--- config.mk ---
export PLATFORM = sky130hd
export DESIGN_NAME = shift_seq_ctrl
export DESIGN_NICKNAME = d
export VERILOG_FILES = /design/src/rtl/shift_seq_ctrl_pkg.sv /design/src/rtl/bit32_shift_left_01.sv /design/src/rtl/shift_seq_ctrl.sv
export SDC_FILE = /design/constraint.sdc
export NUM_CORES = 1
export LEC_CHECK = 0
export BUFFER_PORTS_ARGS = -buffer_cell sky130_fd_sc_hd__buf_2
export CAP_MARGIN = 40
export CORE_MARGIN = 10
export CORE_UTILIZATION = 30
export DETAILED_ROUTE_END_ITERATION = 8
export HOLD_SLACK_MARGIN = 0.15
export PLACE_DENSITY_LB_ADDON = 0.25
export SYNTH_ARGS = -nofsm -noshare
export SYNTH_HDL_FRONTEND = slang
export SYNTH_HIERARCHICAL = 1
export SYNTH_SLANG_ARGS = --single-unit
--- constraint.sdc ---
create_clock -name clk -period 3.1 [get_ports clk]
set_clock_uncertainty 0.1 [all_clocks]
set_input_delay 0.465 -clock clk [delete_from_list [all_inputs] [get_ports clk]]
set_output_delay 0.465 -clock clk [all_outputs]
set_load 0.02 [all_outputs]
--- src/rtl/shift_seq_ctrl_pkg.sv ---
// ----------------------------------------------------------------------------
// shift_seq_ctrl_pkg
//   Shared constants, opcode encodings, FSM state type and helper function
//   for the multi-cycle shift sequencer (shift_seq_ctrl).
//   No ports (package).
// ----------------------------------------------------------------------------
package shift_seq_ctrl_pkg;

   localparam int WIDTH   = 32;
   localparam int SHAMT_W = 5;

   localparam logic [1:0] OP_SLL = 2'b00;
   localparam logic [1:0] OP_SRL = 2'b01;
   localparam logic [1:0] OP_SRA = 2'b10;

   typedef enum logic [1:0] {
      S_IDLE  = 2'b00,
      S_SHIFT = 2'b01,
      S_DONE  = 2'b10
   } state_t;

   // Right shifts run through the left-shift stage on a bit-reversed operand.
   function automatic logic is_right(input logic [1:0] op);
      return (op == OP_SRL) || (op == OP_SRA);
   endfunction

endpackage

--- src/rtl/bit32_shift_left_01.sv ---
// ----------------------------------------------------------------------------
// bit32_shift_left_01
//   Single shift stage: c = b ? (a << 1) : a, zero fill at bit 0.
//   Ports:
//     a  in  32  operand
//     b  in  1   stage select (1 = shift by one)
//     c  out 32  result
// ----------------------------------------------------------------------------
module bit32_shift_left_01 (
   input  logic [31:0] a,
   input  logic        b,
   output logic [31:0] c
);

   assign c = b ? {a[30:0], 1'b0} : a;

endmodule

--- src/rtl/shift_seq_ctrl.sv ---
// ----------------------------------------------------------------------------
// shift_seq_ctrl
//   Multi-cycle SLL/SRL/SRA sequencer: one bit32_shift_left_01 stage is
//   applied once per clock for shamt cycles. Right shifts bit-reverse the
//   operand on load and the result on finish; SRA of a negative operand is
//   done as ~((~x) >> n).
//   Ports:
//     clk     in   1   system clock, rising edge
//     rst     in   1   synchronous reset, active-high
//     start   in   1   request, sampled only in IDLE or DONE
//     op      in   2   00=SLL 01=SRL 10=SRA 11=reserved (acts as SLL)
//     shamt   in   5   shift amount 0..31
//     a_in    in   32  operand
//     busy    out  1   high while shifting
//     done    out  1   one-cycle pulse, result valid from this cycle on
//     result  out  32  shifted value, held until the next accepted start
// ----------------------------------------------------------------------------
module shift_seq_ctrl
   import shift_seq_ctrl_pkg::*;
(
   input  logic               clk,
   input  logic               rst,
   input  logic               start,
   input  logic [1:0]         op,
   input  logic [SHAMT_W-1:0] shamt,
   input  logic [WIDTH-1:0]   a_in,
   output logic               busy,
   output logic               done,
   output logic [WIDTH-1:0]   result
);

   state_t             state_q;
   logic [1:0]         op_q;
   logic               inv_q;
   logic [SHAMT_W-1:0] cnt_q;
   logic [WIDTH-1:0]   w_q;
   logic               busy_q;
   logic               done_q;
   logic [WIDTH-1:0]   result_q;

   // ---------------------------------------------------------------- load path
   logic               inv_load;
   logic [WIDTH-1:0]   pre_load;
   logic [WIDTH-1:0]   pre_rev;
   logic [WIDTH-1:0]   w_load;

   assign inv_load = (op == OP_SRA) && a_in[WIDTH-1];
   assign pre_load = inv_load ? ~a_in : a_in;

   // ---------------------------------------------------------------- stage
   logic [WIDTH-1:0]   w_next;

   bit32_shift_left_01 u_stage (
      .a (w_q),
      .b (1'b1),
      .c (w_next)
   );

   // ---------------------------------------------------------------- finish path
   // In SHIFT the final value is the stage output of the last shift cycle;
   // otherwise it is a shamt==0 start finishing straight from the loaded word.
   logic               fin_shift;
   logic [WIDTH-1:0]   fin_src;
   logic               fin_right;
   logic               fin_inv;
   logic [WIDTH-1:0]   fin_rev;
   logic [WIDTH-1:0]   fin_post;
   logic [WIDTH-1:0]   fin_result;

   assign fin_shift  = (state_q == S_SHIFT);
   assign fin_src    = fin_shift ? w_next : w_load;
   assign fin_right  = fin_shift ? is_right(op_q) : is_right(op);
   assign fin_inv    = fin_shift ? inv_q : inv_load;

   genvar gi;
   generate
      for (gi = 0; gi < WIDTH; gi++) begin : g_rev
         assign pre_rev[gi] = pre_load[WIDTH-1-gi];
         assign fin_rev[gi] = fin_src[WIDTH-1-gi];
      end
   endgenerate

   assign w_load     = is_right(op) ? pre_rev : pre_load;
   assign fin_post   = fin_right ? fin_rev : fin_src;
   assign fin_result = fin_inv ? ~fin_post : fin_post;

   // ---------------------------------------------------------------- FSM
   always_ff @(posedge clk) begin
      if (rst) begin
         state_q  <= S_IDLE;
         op_q     <= 2'b00;
         inv_q    <= 1'b0;
         cnt_q    <= '0;
         w_q      <= '0;
         busy_q   <= 1'b0;
         done_q   <= 1'b0;
         result_q <= '0;
      end else begin
         done_q <= 1'b0;
         case (state_q)
            S_IDLE, S_DONE: begin
               if (start) begin
                  op_q  <= op;
                  inv_q <= inv_load;
                  cnt_q <= shamt;
                  w_q   <= w_load;
                  if (shamt == '0) begin
                     state_q  <= S_DONE;
                     busy_q   <= 1'b0;
                     done_q   <= 1'b1;
                     result_q <= fin_result;
                  end else begin
                     state_q <= S_SHIFT;
                     busy_q  <= 1'b1;
                  end
               end else begin
                  state_q <= S_IDLE;
                  busy_q  <= 1'b0;
               end
            end
            S_SHIFT: begin
               w_q   <= w_next;
               cnt_q <= cnt_q - SHAMT_W'(1);
               if (cnt_q == SHAMT_W'(1)) begin
                  state_q  <= S_DONE;
                  busy_q   <= 1'b0;
                  done_q   <= 1'b1;
                  result_q <= fin_result;
               end
            end
            default: begin
               state_q <= S_IDLE;
               busy_q  <= 1'b0;
            end
         endcase
      end
   end

   assign busy   = busy_q;
   assign done   = done_q;
   assign result = result_q;

endmodule

Word level (Yosys, flattened, before mapping)
Index checks and enable logic that the tools add are counted.
{"block": "totals", "reg_bits": 75, "out_inout_bits": 34, "inputBits": 42, "wordCells": 58}
{"block": "op_classes", "n_mux": 27, "n_reduce_logical": 10, "bitwise": 2, "addsub": 1, "eq_ne": 10}
{"op": "$mux 32", "n": 8}
{"op": "$not 32->32", "n": 2}
{"op": "$pmux 32 s2", "n": 1}
{"op": "$pmux 31 s2", "n": 1}
{"op": "$mux 31", "n": 1}
{"op": "$pmux 5 s2", "n": 1}
{"op": "$mux 1", "n": 8}
{"op": "$eq 2x1->1 const B", "n": 3}
{"op": "$eq 2x2->1 const B", "n": 3}
{"op": "$mux 2", "n": 3}
{"op": "$eq 5x1->1 const B", "n": 1}
{"op": "$logic_not 5->1", "n": 1}
{"op": "$mux 5", "n": 1}
{"op": "$sub 5x1->5 const B", "n": 1}
{"op": "$ne 2x2->1 const B", "n": 2}
{"op": "$pmux 1 s2", "n": 2}
{"op": "$pmux 2 s2", "n": 1}
{"op": "$reduce_and 2->1", "n": 2}
{"op": "$reduce_and 4->1", "n": 1}
{"op": "$logic_not 2->1", "n": 1}
{"op": "$logic_or 1x1->1", "n": 2}
{"op": "$ne 2x1->1 const B", "n": 1}
{"op": "$reduce_bool 2->1", "n": 1}
{"op": "$reduce_or 2->1", "n": 1}
{"op": "$logic_and 1x1->1", "n": 1}

Longest topological paths before layout
Gate-level depths: netlist of run 1.
{"block": "depth", "depth_word": 11, "depth_mapped": 9, "ltp_nobuf": 7}

Cells and area by module
The synthesis of run 1 kept the hierarchy.
{"module": "shift_seq_ctrl", "seq_area_each_um2": 1521.5, "area_per_inst_um2": 4421.7, "n_inst": 1, "cells_per_inst": 521}
{"module": "bit32_shift_left_01", "seq_area_each_um2": 0.0, "area_per_inst_um2": 535.5, "n_inst": 1, "cells_per_inst": 36}

Worst setup path after synthesis of run 1
Ideal clock, no wire load.
{"block": "synth_path", "path_kind": "input to register", "from": "in op[0]", "to": "reg w_q[10]", "slack_ps": 1079, "setup_ps": 86, "stages": 7, "required_time_ps": 2914, "t_arrival_ps": 1835, "path_buffers": 2, "path_cell_list": "inv_1 -> ha_1 -> clkbuf_1 -> buf_2 -> mux2i_1 -> o221ai_1 -> a211oi_1"}
{"block": "synth_via", "elab_chain_len": 6, "word_cells_on_any_way": 8, "classes_between": "eq/ne (2); mux (4); reduce/logical (2)"}
{"item": "start: declaration", "line": "shift_seq_ctrl.sv:24", "rtl": "input logic [1:0] op,"}
{"item": "$eq 2x2->1", "line": "shift_seq_ctrl_pkg.sv:24, shift_seq_ctrl.sv:47"}
{"item": "$logic_and 1x1->1", "line": "shift_seq_ctrl.sv:47", "rtl": "assign inv_load = (op == OP_SRA) && a_in[WIDTH-1];"}
{"item": "$mux 32", "line": "shift_seq_ctrl.sv:48", "rtl": "assign pre_load = inv_load ? ~a_in : a_in;"}
{"item": "$mux 32 *", "line": "shift_seq_ctrl.sv:83", "rtl": "assign w_load = is_right(op) ? pre_rev : pre_load;"}
{"item": "$mux 31 *", "line": "shift_seq_ctrl.sv:102", "rtl": "if (start) begin"}
{"item": "$pmux 31 s2 *", "line": "shift_seq_ctrl.sv:100", "rtl": "case (state_q)"}
{"item": "end signal: assignment", "line": "shift_seq_ctrl.sv:106", "rtl": "w_q <= w_load;"}
{"item": "end signal: assignment", "line": "shift_seq_ctrl.sv:122", "rtl": "w_q <= w_next;"}
{"item": "end: declaration", "line": "shift_seq_ctrl.sv:36", "rtl": "logic [WIDTH-1:0] w_q;"}
Every way passes the cells marked *; elsewhere a longest branch is shown, timed or not. The select of a mux whose other input is x is not followed.
A chain may end at the register's enable or synchronous reset.

Final worst setup path of run 1
{"block": "layout_path", "from": "reg cnt_q[0]", "to": "reg result_q[28] (netlist: result[28])"}
{"block": "layout_via", "elab_chain_len": 3}
{"item": "start: declaration", "line": "shift_seq_ctrl.sv:35", "rtl": "logic [SHAMT_W-1:0] cnt_q;"}
{"item": "start signal: assignment", "line": "shift_seq_ctrl.sv:105", "rtl": "cnt_q <= shamt;"}
{"item": "start signal: assignment", "line": "shift_seq_ctrl.sv:123", "rtl": "cnt_q <= cnt_q - SHAMT_W'(1);"}
{"item": "$eq 5x1->1", "line": "shift_seq_ctrl.sv:124", "rtl": "if (cnt_q == SHAMT_W'(1)) begin"}
{"item": "$ne 2x1->1 (no source line)"}
{"item": "$reduce_and 4->1 (no source line)"}
{"item": "end signal: assignment", "line": "shift_seq_ctrl.sv:111", "rtl": "result_q <= fin_result;"}
{"item": "end signal: assignment", "line": "shift_seq_ctrl.sv:128", "rtl": "result_q <= fin_result;"}
{"item": "end: declaration", "line": "shift_seq_ctrl.sv:39", "rtl": "logic [WIDTH-1:0] result_q;"}
No other way between the ends.

==> reports/metrics.csv, run 1 <==
stage,metric,value,unit
hold_path,start point of the worst min-delay path,op[0],
sta,setup total negative slack,0,ns
yosys,summed instance area of the synthesized netlist,4960,um^2
global_routing,number of global-route vias before repair,4482,
setup_path,CP Max Fanout,34,
placement,count of input and output buffers,75,
setup_path,worst setup path category,reg2reg,
global_routing,global routing usage summed across all routing layers,0.130,
clock_tree,Clock transition at path regs,0.06,ns
clock_tree,Post-CTS Hold Fix Bufs,0,
yosys,fraction of post-synthesis cell area in the top cell type by area,0.307,
clock_tree,Resize count post-CTS,0,
die,number of top-level design ports,76,
global_routing,remaining global-route overflow,0,
setup_path,worst endpoint data arrival time,2.38,ns
sta,pin slew with the least headroom to its limit,0.849,ns
global_routing,met1 demand-to-capacity share in global routing,0.156,
global_routing,maximum number of pins on one net before global-route repair,68,
routing,number of violations reported at the end of detailed-routing iteration 0,240,
routing,Total Wirelength,14500,um
sta,minimum period implied by the final worst setup slack,2.27,ns
sta,Pins Over Slew Limit,0,
setup_path,Worst setup SP type,flop,
die,effective utilization at floorplan,0.309,
routing,overall via count from detail_route,4388,
routing,average detailed-routed wire length per instance,17.6,um
clock_tree,root buffer cell,clkbuf_16,
die,floorplan die height,149,um
run_status,result of the run,"finished, final reports clean",
sta,peak clock frequency supported by timing,0.441,GHz
sta,post-route worst hold slack,0.282,ns
yosys,fraction of the yosys area taken by sequential cells,0.307,
pwr,pwr/cell area,532,nW/um^2
clock_tree,cts bufs inserted,9,
placement,Setup WS pre-CTS,0.797,ns
global_routing,wire length of the first global-routing pass,23500,um
placement,final weighted congestion in routability-driven placement,0.773,
pwr,static leakage power,2.46,nW
sta,final critical-path share of the clock period,0.732,
routing,Pre-Repair DR Iteration Count,4,
clock_tree,CTS tree,built,
global_routing,Top Usage Layer GRT,met2,
clock_tree,total number of clock tree sinks,76,
setup_path,worst reg2reg path startpoint,cnt_q[0]$_SDFFE_PP0P_,
run,# Max-Cap Violations,0,
yosys,mean instance size in the synthesized netlist,8.90,um^2
sta,tightest slew margin relative to the limit,0.433,
routing,Via density,5.34,
die,number of standard-cell rows in the floorplan,46,
die,Core Region,16100,um^2
yosys,flip-flop and latch count after synthesis,76,
sta,unrepaired setup endpoints after global routing,false,
hold_path,path class of the lowest-slack min-delay path,in2reg,
sta,min setup slack post-route,0.830,ns
routing,number of nets with antenna violations after routing,0,
global_routing,antenna violations before repair,0,
finish,count of nets after finishing,646,
finish,Antenna Diode Count,0,
finish,P&R area growth vs syn,14.4,%
clock_tree,postcts setup bufs,0,
yosys,number of instances in the synthesized netlist,557,
clock_tree,Longest Clk Path Bufs,2,
sta,setup-violating endpoint count in the final report,0,
finish,Post-Route Utilization,0.353,
yosys,cell taking the most area after synthesis,dfxtp_1,
finish,post-route cell area,5670,um^2
placement,HPWL Detailed,9710,um
finish,"count of placed standard cells in the final layout, fillers left out",821,
die,Chip Width,149,um
die,floorplan die area,22100,um^2
setup_path,data required time of the critical path,3.21,ns
clock_tree,clock latency at the later pin of the worst-skew pair,0.34,ns
hold_path,Hold Path Stages,3,
yosys,library cells used by synthesis,38,
finish,share of layout cells above drive strength 1,0.231,
yosys,nets in the synthesized netlist,602,
placement,number of cells after detailed placement,806,
clock_tree,H-tree depth,3,
setup_path,launch point of the critical path,cnt_q[0]$_SDFFE_PP0P_,
pwr,maximum VDD drop,0.257,mV
global_routing,met3 usage in global routing,0.0343,
sta,final hold violation count,0,
global_routing,met2 capacity usage during global routing,0.222,
yosys,biggest area contributors in the synthesized netlist,"dfxtp_1, mux2i_1, a211oi_1",
yosys,number of synthesis warnings,6,
setup_path,type of element capturing the critical path,flop,
placement,area post-placement,5400,um^2
pwr,Tot Pwr,3.02,mW
setup_path,depth of the most critical reg-to-reg path,6,
routing,remaining routing DRC violations,0,
[synthesized netlist by cell type]
library cell	number
a21oi_1	14
xnor2_1	1
buf_12	3
o22ai_2	1
mux2_2	3
buf_6	8
nor4_1	1
buf_2	8
buf_1	2
nand2b_1	3
clkbuf_1	34
nand2_1	43
inv_1	3
xor2_2	1
or4b_4	1
ha_1	3
nor2_1	79
o211ai_1	1
o221ai_1	29
a22oi_1	1
or3_1	1
nand3_1	2
mux2i_1	92
mux2_4	29
nor3_1	35
nor2b_1	4
o311ai_0	1
a311oi_1	1
dfxtp_1	76
conb_1	1
and2_1	1
a2bb2oi_1	1
a211oi_1	62
o22a_1	1
o21ai_0	7
a32oi_1	2
a221oi_1	1
a222oi_1	1
[where the power goes]
| part | internal, mW | switching (mW) | total (mW) |
|---|---|---|---|
| logic | 0.398 | 0.502 | 0.900 |
| registers | 1.07 | 0.0755 | 1.15 |
| clock network | 0.555 | 0.417 | 0.972 |
[layer usage]
layer / part of all wire / vias up
met5: 0 / -
met4: 0.0040 / 0
met3: 0.054 / 5
met2: 0.49 / 95
met1: 0.45 / 2126
li1: - / 2162
[worst paths after layout]
path                             end  slack, ns
max          result[28]$_SDFFE_PP0P_       0.83
min             op_q[0]$_SDFFE_PP0P_       0.28
max reg2reg  result[28]$_SDFFE_PP0P_       0.83
min reg2reg        busy$_SDFFE_PP0P_       0.39
[cells by family (layout without fill, tap and decap cells)]
| family | count (synthesis) | after routing | share of synthesized area |
|---|---|---|---|
| AND/OR/NAND/NOR | 170 | 170 | 0.145 |
| adder cells (fa/ha/maj) | 3 | 3 | 0.00757 |
| multiplexers | 124 | 124 | 0.280 |
| XOR/XNOR | 2 | 2 | 0.00505 |
| flip-flops | 76 | 76 | 0.307 |
| buffers and inverters | 58 | 106 | 0.0679 |
| other | 1 | 1 | 0.000756 |
| AO/OA/AOI/OAI | 123 | 123 | 0.186 |
[registers in the layout (all words and copies together) (netlist names)]
| name | flops |
|---|---|
| busy | 1 |
| cnt_q | 5 |
| done | 1 |
| inv_q | 1 |
| op_q | 2 |
| result | 32 |
| state_q | 2 |
| w_q | 32 |
[critical path, cell delays in order, from the launching register on]
cell and delay, ns:
dfxtp_1 0.40, ha_1 0.18, or4b_4 0.50, o22a_1 0.18, buf_4 0.26, a211oi_1 0.42, nor3_1 0.09
[cell usage in the layout, fill, tap and decap left out, types with 2 or more instances in the layout]
master and count:
mux2i_1 92, nor2_1 79, dfxtp_1 76, buf_2 75
a211oi_1 62, nand2_1 43, nor3_1 35, o221ai_1 29
mux2_4 29, a21oi_1 14, buf_4 12, clkbuf_16 9
o21ai_0 7, nor2b_1 4, clkinv_2 4, inv_1 3
mux2_2 3, nand2b_1 2, nand3_1 2, a32oi_1 2
ha_1 2
[area by class of cell]
type	count	area [um^2]
tap	216	270
sequential	76	1520
clock buffer	10	239
clock inverter	5	28.8
fill	1701	10400
inverter	3	11.3
timing repair buffer	88	485
multi-input combinational	423	3120
Power figures use the tool's default switching activity.
==> run 2: changes to the inputs <==
--- a/config.mk
+++ b/config.mk
@@ -5,6 +5,7 @@
 export SDC_FILE = /design/constraint.sdc
 export NUM_CORES = 1
 export LEC_CHECK = 0
+export ABC_AREA = 1
 export BUFFER_PORTS_ARGS = -buffer_cell sky130_fd_sc_hd__buf_2
 export CAP_MARGIN = 40
 export CORE_MARGIN = 10
==> constraint.sdc (replaced) <==
create_clock -name clk -period 2.3 [get_ports clk]
set_clock_uncertainty 0.1 [all_clocks]
set_input_delay 0.345 -clock clk [delete_from_list [all_inputs] [get_ports clk]]
set_output_delay 0.345 -clock clk [all_outputs]
set_load 0.02 [all_outputs]
==> run 2 against run 1 <==
Critical path depth increased by 3. Die area is 8.9% higher. Highest routed layer unchanged. Design area up 13%. Cell count increased by 45%. Utilization rose by 0.32 points. Critical endpoint is now result[2]$_SDFFE_PP0P_. Clock power increased by 68%. First-iteration DRC count is 48% higher. Worst hold slack lost 0.082 ns. Via count rose by 34%. Combinational power increased by 63%. Largest power group is now the clock network. Critical path type unchanged. Sequential share of layout area down 3.1 points. Clock-buffer cell count is 1 higher.
==> reports/metrics.csv, run 2 <==
stage,metric,value,unit
yosys,most used flip-flop cell after synthesis,dfxtp_1,
setup_path,critical path's slowest cell,dfxtp_1,
yosys,mean instance size in the synthesized netlist,6.08,um^2
yosys,most common cell in the synthesized netlist,nand2_1,
placement,area post-placement,6070,um^2
pwr,clock group share of total power,0.350,
die,floorplan die height,155,um
clock_tree,Resize count post-CTS,0,
yosys,flip-flop and latch count after synthesis,76,
yosys,library cells used by synthesis,41,
setup_path,worst-path cell chain,inv_2 > nor2_4 > buf_4 > nand2_1 > nand2_1 > buf_12 > inv_1 > nand2_1 > a21oi_1,
clock_tree,cts bufs inserted,9,
pwr,static leakage power,3.40,nW
setup_path,depth of the most critical reg-to-reg path,9,
pwr,pwr/cell area,725,nW/um^2
setup_path,data required time of the critical path,2.43,ns
global_routing,maximum number of pins on one net before global-route repair,68,
finish,"most common cell after layout, fill and taps aside",nand2_1,
global_routing,wire length of the first global-routing pass,30400,um
placement,HPWL Detailed,13200,um
sta,unrepaired setup endpoints after global routing,false,
pwr,maximum VDD drop,0.420,mV
yosys,fraction of synthesis flops using an asynchronous set or reset pin,0,
die,floorplan die area,24000,um^2
setup_path,worst endpoint data arrival time,2.07,ns
setup_path,worst setup path category,reg2reg,
die,effective utilization at floorplan,0.304,
sta,setup total negative slack,0,ns
sta,final critical-path share of the clock period,0.845,
finish,Antenna Diode Count,0,
routing,number of violations reported at the end of detailed-routing iteration 0,354,
clock_tree,CTS tree,built,
clock_tree,root buffer cell,clkbuf_16,
yosys,number of instances in the synthesized netlist,900,
global_routing,antenna violations before repair,0,
setup_path,largest incremental delay on the critical path,0.47,ns
clock_tree,H-tree depth,3,
sta,Pins Over Slew Limit,0,
clock_tree,Longest Clk Path Bufs,2,
yosys,number of synthesis warnings,6,
die,number of standard-cell rows in the floorplan,49,
yosys,fraction of post-synthesis cell area in the top cell type by area,0.278,
routing,remaining routing DRC violations,0,
setup_path,cell seen most often among critical-path stages,nand2_1,
yosys,"top cells by count, synth","nand2_1, nand3_1, inv_1, dfxtp_1, o21ai_0",
pwr,fraction of power spent switching nets,0.357,
hold_path,path class of the lowest-slack min-delay path,in2reg,
clock_tree,postcts setup bufs,0,
pwr,internal power consumption,2.99,mW
clock_tree,Post-CTS Hold Fix Bufs,0,
finish,count of nets after finishing,1000,
routing,Pre-Repair DR Iteration Count,5,
yosys,Post-synth EDFFs,0,
routing,number of nets with antenna violations after routing,0,
routing,Via density,4.94,
run,# Max-Cap Violations,0,
yosys,summed instance area of the synthesized netlist,5470,um^2
finish,# fillers,1972,
global_routing,number of global-route vias before repair,5812,
global_routing,global routing usage summed across all routing layers,0.156,
global_routing,remaining global-route overflow,0,
routing,average detailed-routed wire length per instance,15.6,um
pwr,combinational group share of total power,0.317,
sta,peak clock frequency supported by timing,0.514,GHz
routing,Total Wirelength,18500,um
finish,P&R area growth vs syn,17.1,%
clock_tree,total number of clock tree sinks,76,
yosys,nets in the synthesized netlist,945,
hold_path,Hold Path Stages,3,
die,Chip Width,155,um
yosys,fraction of the yosys area taken by sequential cells,0.278,
yosys,cell taking the most area after synthesis,dfxtp_1,
pwr,net load switching power,1.65,mW
setup_path,type of element capturing the critical path,flop,
finish,post-route cell area,6400,um^2
die,Core Region,18000,um^2
pwr,Flop pwr share,0.333,
setup_path,Worst setup SP type,flop,
placement,count of input and output buffers,75,
finish,share of layout cells above drive strength 1,0.185,
yosys,biggest area contributors in the synthesized netlist,"dfxtp_1, nand2_1, nand3_1",
sta,minimum period implied by the final worst setup slack,1.94,ns
setup_path,CP Max Fanout,55,
sta,final hold violation count,0,
die,number of top-level design ports,76,
placement,final weighted congestion in routability-driven placement,0.841,
run_status,result of the run,"finished, final reports clean",
sta,setup-violating endpoint count in the final report,0,
finish,most frequent cells in the layout,"nand2_1, nand3_1, inv_1",
routing,overall via count from detail_route,5870,
clock_tree,Clock transition at path regs,0.06,ns
clock_tree,clock latency at the later pin of the worst-skew pair,0.35,ns
run 2: cell count changes in the layout (fill, tap and decap cells not counted), sizes merged, moves of 29 or more:
cell / before / now
inv: 3 / 84
nand2: 43 / 358
nor2: 79 / 23
o21ai: 7 / 62
a211oi: 62 / 0
nand3: 2 / 110
mux2: 32 / 0
a21oi: 14 / 62
or2: 0 / 29
nor3: 35 / 1
mux2i: 92 / 0
run 2: cells by family after synthesis:
kind of cell / count (synthesis) / synth area share
simple gates: 539 / 0.439
flops: 76 / 0.278
fa+ha+maj: 3 / 0.00686
buf+inv: 140 / 0.129
xor+xnor: 10 / 0.0160
other cells: 1 / 0.000686
compound gates: 131 / 0.131
run 2: worst max-delay path: cells and delay by family (launching register included):
kind	cells	cell delay (ns)
AO/OA/AOI/OAI	1	0.06
buffers and inverters	4	0.76
flip-flops	1	0.47
AND/OR/NAND/NOR	4	0.42
run 2: final timing paths:
| kind | slack, ns | startpoint | to |
|---|---|---|---|
| min | 0.20 | op[0] | op_q[0]$_SDFFE_PP0P_ |
| max reg2reg | 0.36 | state_q[0]$_SDFFE_PP0P_ | result[2]$_SDFFE_PP0P_ |
| min reg2reg | 0.36 | result[4]$_SDFFE_PP0P_ | result[4]$_SDFFE_PP0P_ |
| max | 0.36 | state_q[0]$_SDFFE_PP0P_ | result[2]$_SDFFE_PP0P_ |
run 2: area by class of cell:
| type | instances | area, um^2 | share of cell area |
|---|---|---|---|
| clock buffers | 11 | 253 | 0.0395 |
| flip-flops and latches | 76 | 1520 | 0.238 |
| repair buffers | 101 | 696 | 0.109 |
| clock inverters | 5 | 82.6 | 0.0129 |
| inverters | 83 | 319 | 0.0498 |
| multi-input cells | 684 | 3240 | 0.507 |
| well taps | 229 | 287 | 0.0448 |
run 2: power by group through the flow:
stage          clock network [mW]  logic, mW  registers [mW]
3_5_place_dp                    0       1.45            1.57
5_1_grt                      1.71       1.67            1.56
3_3_place_gp                    0       1.45            1.57
4_1_cts                      1.65       1.46            1.54
2_1_floorplan                   0       1.04            1.58
6_report                     1.63       1.47            1.54
run 2: per-layer routing:
metal	track usage	vias up	routed length [um]
met2	0.271	144	9110
li1	-	2984	-
met4	0.0648	0	620
met1	0.181	2711	7920
met5	0	-	0
met3	0.0369	31	870
run 2: metrics by stage:
stage / total power [mW] / instances / hold slack [ns] / setup WS (ns) / utilization
3_5_place_dp: 3.02 / 1173 / 0.350 / 0.179 / 0.338
2_1_floorplan: 2.62 / 900 / 0.344 / 0.476 / -
5_1_grt: 4.94 / 1189 / 0.207 / 0.150 / 0.356
4_1_cts: 4.66 / 1189 / 0.178 / 0.313 / 0.356
6_report: 4.64 / 1189 / 0.200 / 0.356 / 0.356
3_3_place_gp: 3.02 / 1173 / 0.352 / 0.180 / 0.338
==> run 3: changes to the inputs <==
==> constraint.sdc (replaced) <==
create_clock -name clk -period 1.62 [get_ports clk]
set_clock_uncertainty 0.1 [all_clocks]
set_input_delay 0.243 -clock clk [delete_from_list [all_inputs] [get_ports clk]]
set_output_delay 0.243 -clock clk [all_outputs]
set_load 0.02 [all_outputs]
==> run 3 against run 2 <==
Fmax increased by 13%. Die area stayed put. Utilization increased by 8.4 points. Largest cell class unchanged. Non-clock buffer count rose by 91. The flow now finishes with violations (setup timing). Highest routed layer unchanged. Combinational power rose by 110%. Clock-buffer cell count fell by 1. Critical path depth up 2. Clock power grew 20%. Cell count is 7.7% higher. Register-to-register slack lost 0.46 ns. Worst hold slack lost 0.015 ns. Setup slack worse by 0.46 ns.
==> reports/metrics.csv, run 3 (synthesized netlist as in run 2, its figures left out) <==
stage,metric,value,unit
run,# Max-Cap Violations,0,
clock_tree,cts bufs inserted,9,
finish,"count of placed standard cells in the final layout, fillers left out",1281,
routing,number of nets with antenna violations after routing,0,
setup_path,end of the worst register-to-register path,result[17]$_SDFFE_PP0P_,
pwr,Tot Pwr,7.28,mW
die,Chip Width,155,um
global_routing,antenna violations before repair,0,
routing,average detailed-routed wire length per instance,17.1,um
setup_path,launch point of the critical path,state_q[1]$_SDFFE_PP0P_,
global_routing,wire length of the first global-routing pass,32000,um
die,floorplan die area,24000,um^2
sta,min setup slack post-route,-0.0995,ns
setup_path,worst setup path category,reg2reg,
clock_tree,Longest Clk Path Bufs,2,
placement,final weighted congestion in routability-driven placement,0.855,
die,floorplan die height,155,um
pwr,maximum VDD drop,0.516,mV
pwr,net load switching power,2.76,mW
finish,count of nets after finishing,1092,
finish,share of layout cells above drive strength 1,0.347,
routing,number of violations reported at the end of detailed-routing iteration 0,442,
setup_path,worst endpoint data arrival time,1.92,ns
run_status,result of the run,"finished, violations left",
clock_tree,CTS tree,built,
sta,post-route worst hold slack,0.185,ns
pwr,static leakage power,4.10,nW
finish,Antenna Diode Count,0,
die,effective utilization at floorplan,0.304,
global_routing,global routing usage summed across all routing layers,0.167,
clock_tree,root buffer cell,clkbuf_16,
placement,Setup WS pre-CTS,-0.307,ns
setup_path,Worst setup SP type,flop,
finish,P&R area growth vs syn,44.5,%
sta,setup total negative slack,-2.16,ns
sta,Pins Over Slew Limit,0,
routing,overall via count from detail_route,6369,
placement,area post-placement,6610,um^2
run_status,failing checks,setup timing,
routing,Total Wirelength,21900,um
sta,minimum period implied by the final worst setup slack,1.72,ns
hold_path,path class of the lowest-slack min-delay path,in2reg,
finish,"most common cell after layout, fill and taps aside",nand2_1,
sta,final critical-path share of the clock period,1.06,
clock_tree,H-tree depth,3,
pwr,combinational group share of total power,0.429,
sta,unrepaired setup endpoints after global routing,true,
placement,HPWL Detailed,14400,um
global_routing,maximum number of pins on one net before global-route repair,42,
pwr,clock group share of total power,0.269,
placement,count of input and output buffers,75,
setup_path,data required time of the critical path,1.82,ns
pwr,pwr/cell area,921,nW/um^2
routing,Pre-Repair DR Iteration Count,5,
setup_path,Reg2Reg Setup Slack,-0.1,ns
setup_path,depth of the most critical reg-to-reg path,11,
pwr,fraction of power spent switching nets,0.380,
die,number of standard-cell rows in the floorplan,49,
setup_path,worst reg2reg path startpoint,state_q[1]$_SDFFE_PP0P_,
finish,most frequent cells in the layout,"nand2_1, buf_4, buf_2",
global_routing,remaining global-route overflow,0,
clock_tree,clock latency at the later pin of the worst-skew pair,0.36,ns
setup_path,CP Max Fanout,6,
routing,remaining routing DRC violations,0,
global_routing,number of global-route vias before repair,5938,
sta,final hold violation count,0,
finish,Post-Route Utilization,0.440,
die,number of top-level design ports,76,
pwr,internal power consumption,4.52,mW
setup_path,crit path to,result[17]$_SDFFE_PP0P_,
clock_tree,total number of clock tree sinks,76,
finish,post-route cell area,7900,um^2
pwr,Flop pwr share,0.302,
die,Core Region,18000,um^2
placement,number of cells after detailed placement,1232,
sta,peak clock frequency supported by timing,0.582,GHz
setup_path,type of element capturing the critical path,flop,
clock_tree,Clock transition at path regs,0.06,ns
sta,setup-violating endpoint count in the final report,48,
routing,Via density,4.97,
run 3: worst min-delay path by stage:
stage                                    endpoint                     from  cells past startpoint  slack, ns
after floorplan              op_q[0]$_SDFFE_PP0P_                    op[0]                      2       0.32
after global placement    result[14]$_SDFFE_PP0P_  result[14]$_SDFFE_PP0P_                      2       0.36
after detailed placement  result[14]$_SDFFE_PP0P_  result[14]$_SDFFE_PP0P_                      2       0.36
after CTS                    op_q[0]$_SDFFE_PP0P_                    op[0]                      4       0.17
after global routing         op_q[0]$_SDFFE_PP0P_                    op[0]                      4       0.22
final                        op_q[0]$_SDFFE_PP0P_                    op[0]                      4       0.18
run 3: timing repair:
item	CTS	global route
setup endpoints to repair	67	67
resized for setup	69	75
pin swaps	22	19
gates cloned	4	11
setup buffers	11	8
endpoints found under the hold margin	1	0
hold buffers	1	0
run 3: cell type report:
| type | instances | area, um^2 |
|---|---|---|
| clock buffers | 10 | 239 |
| clock inverters | 6 | 38.8 |
| repair inverters | 1 | 7.51 |
| flip-flops and latches | 76 | 1530 |
| repair buffers | 192 | 1730 |
| multi-input cells | 684 | 3740 |
| inverters | 83 | 333 |
| fillers | 1864 | 10100 |
| well taps | 229 | 287 |
run 3: worst max-delay path, stage by stage (launching register included):
cell,delay (ns)
dfxtp_2,0.34
buf_4,0.14
nor2_4,0.20
nand3_4,0.14
nand2_8,0.14
buf_12,0.13
nand4_1,0.13
nand2_1,0.10
nand2_1,0.06
nand3_2,0.08
nand3_2,0.06
inv_1,0.05
run 3: per-layer routing:
metal | vias to the layer above | routed length (um) | track usage
met3 | 43 | 1000 | 0.0364
met2 | 156 | 10900 | 0.287
met5 | - | 0 | 0
met1 | 2991 | 9200 | 0.200
li1 | 3179 | - | -
met4 | 0 | 722 | 0.0616
run 3: power groups by stage:
stage	registers, mW	logic (mW)	clock network [mW]
after floorplan	2.24	1.50	0
final	2.20	3.13	1.96
after global placement	2.23	2.38	0
after detailed placement	2.22	2.39	0
after CTS	2.19	2.70	2.00
after global routing	2.22	3.40	2.08
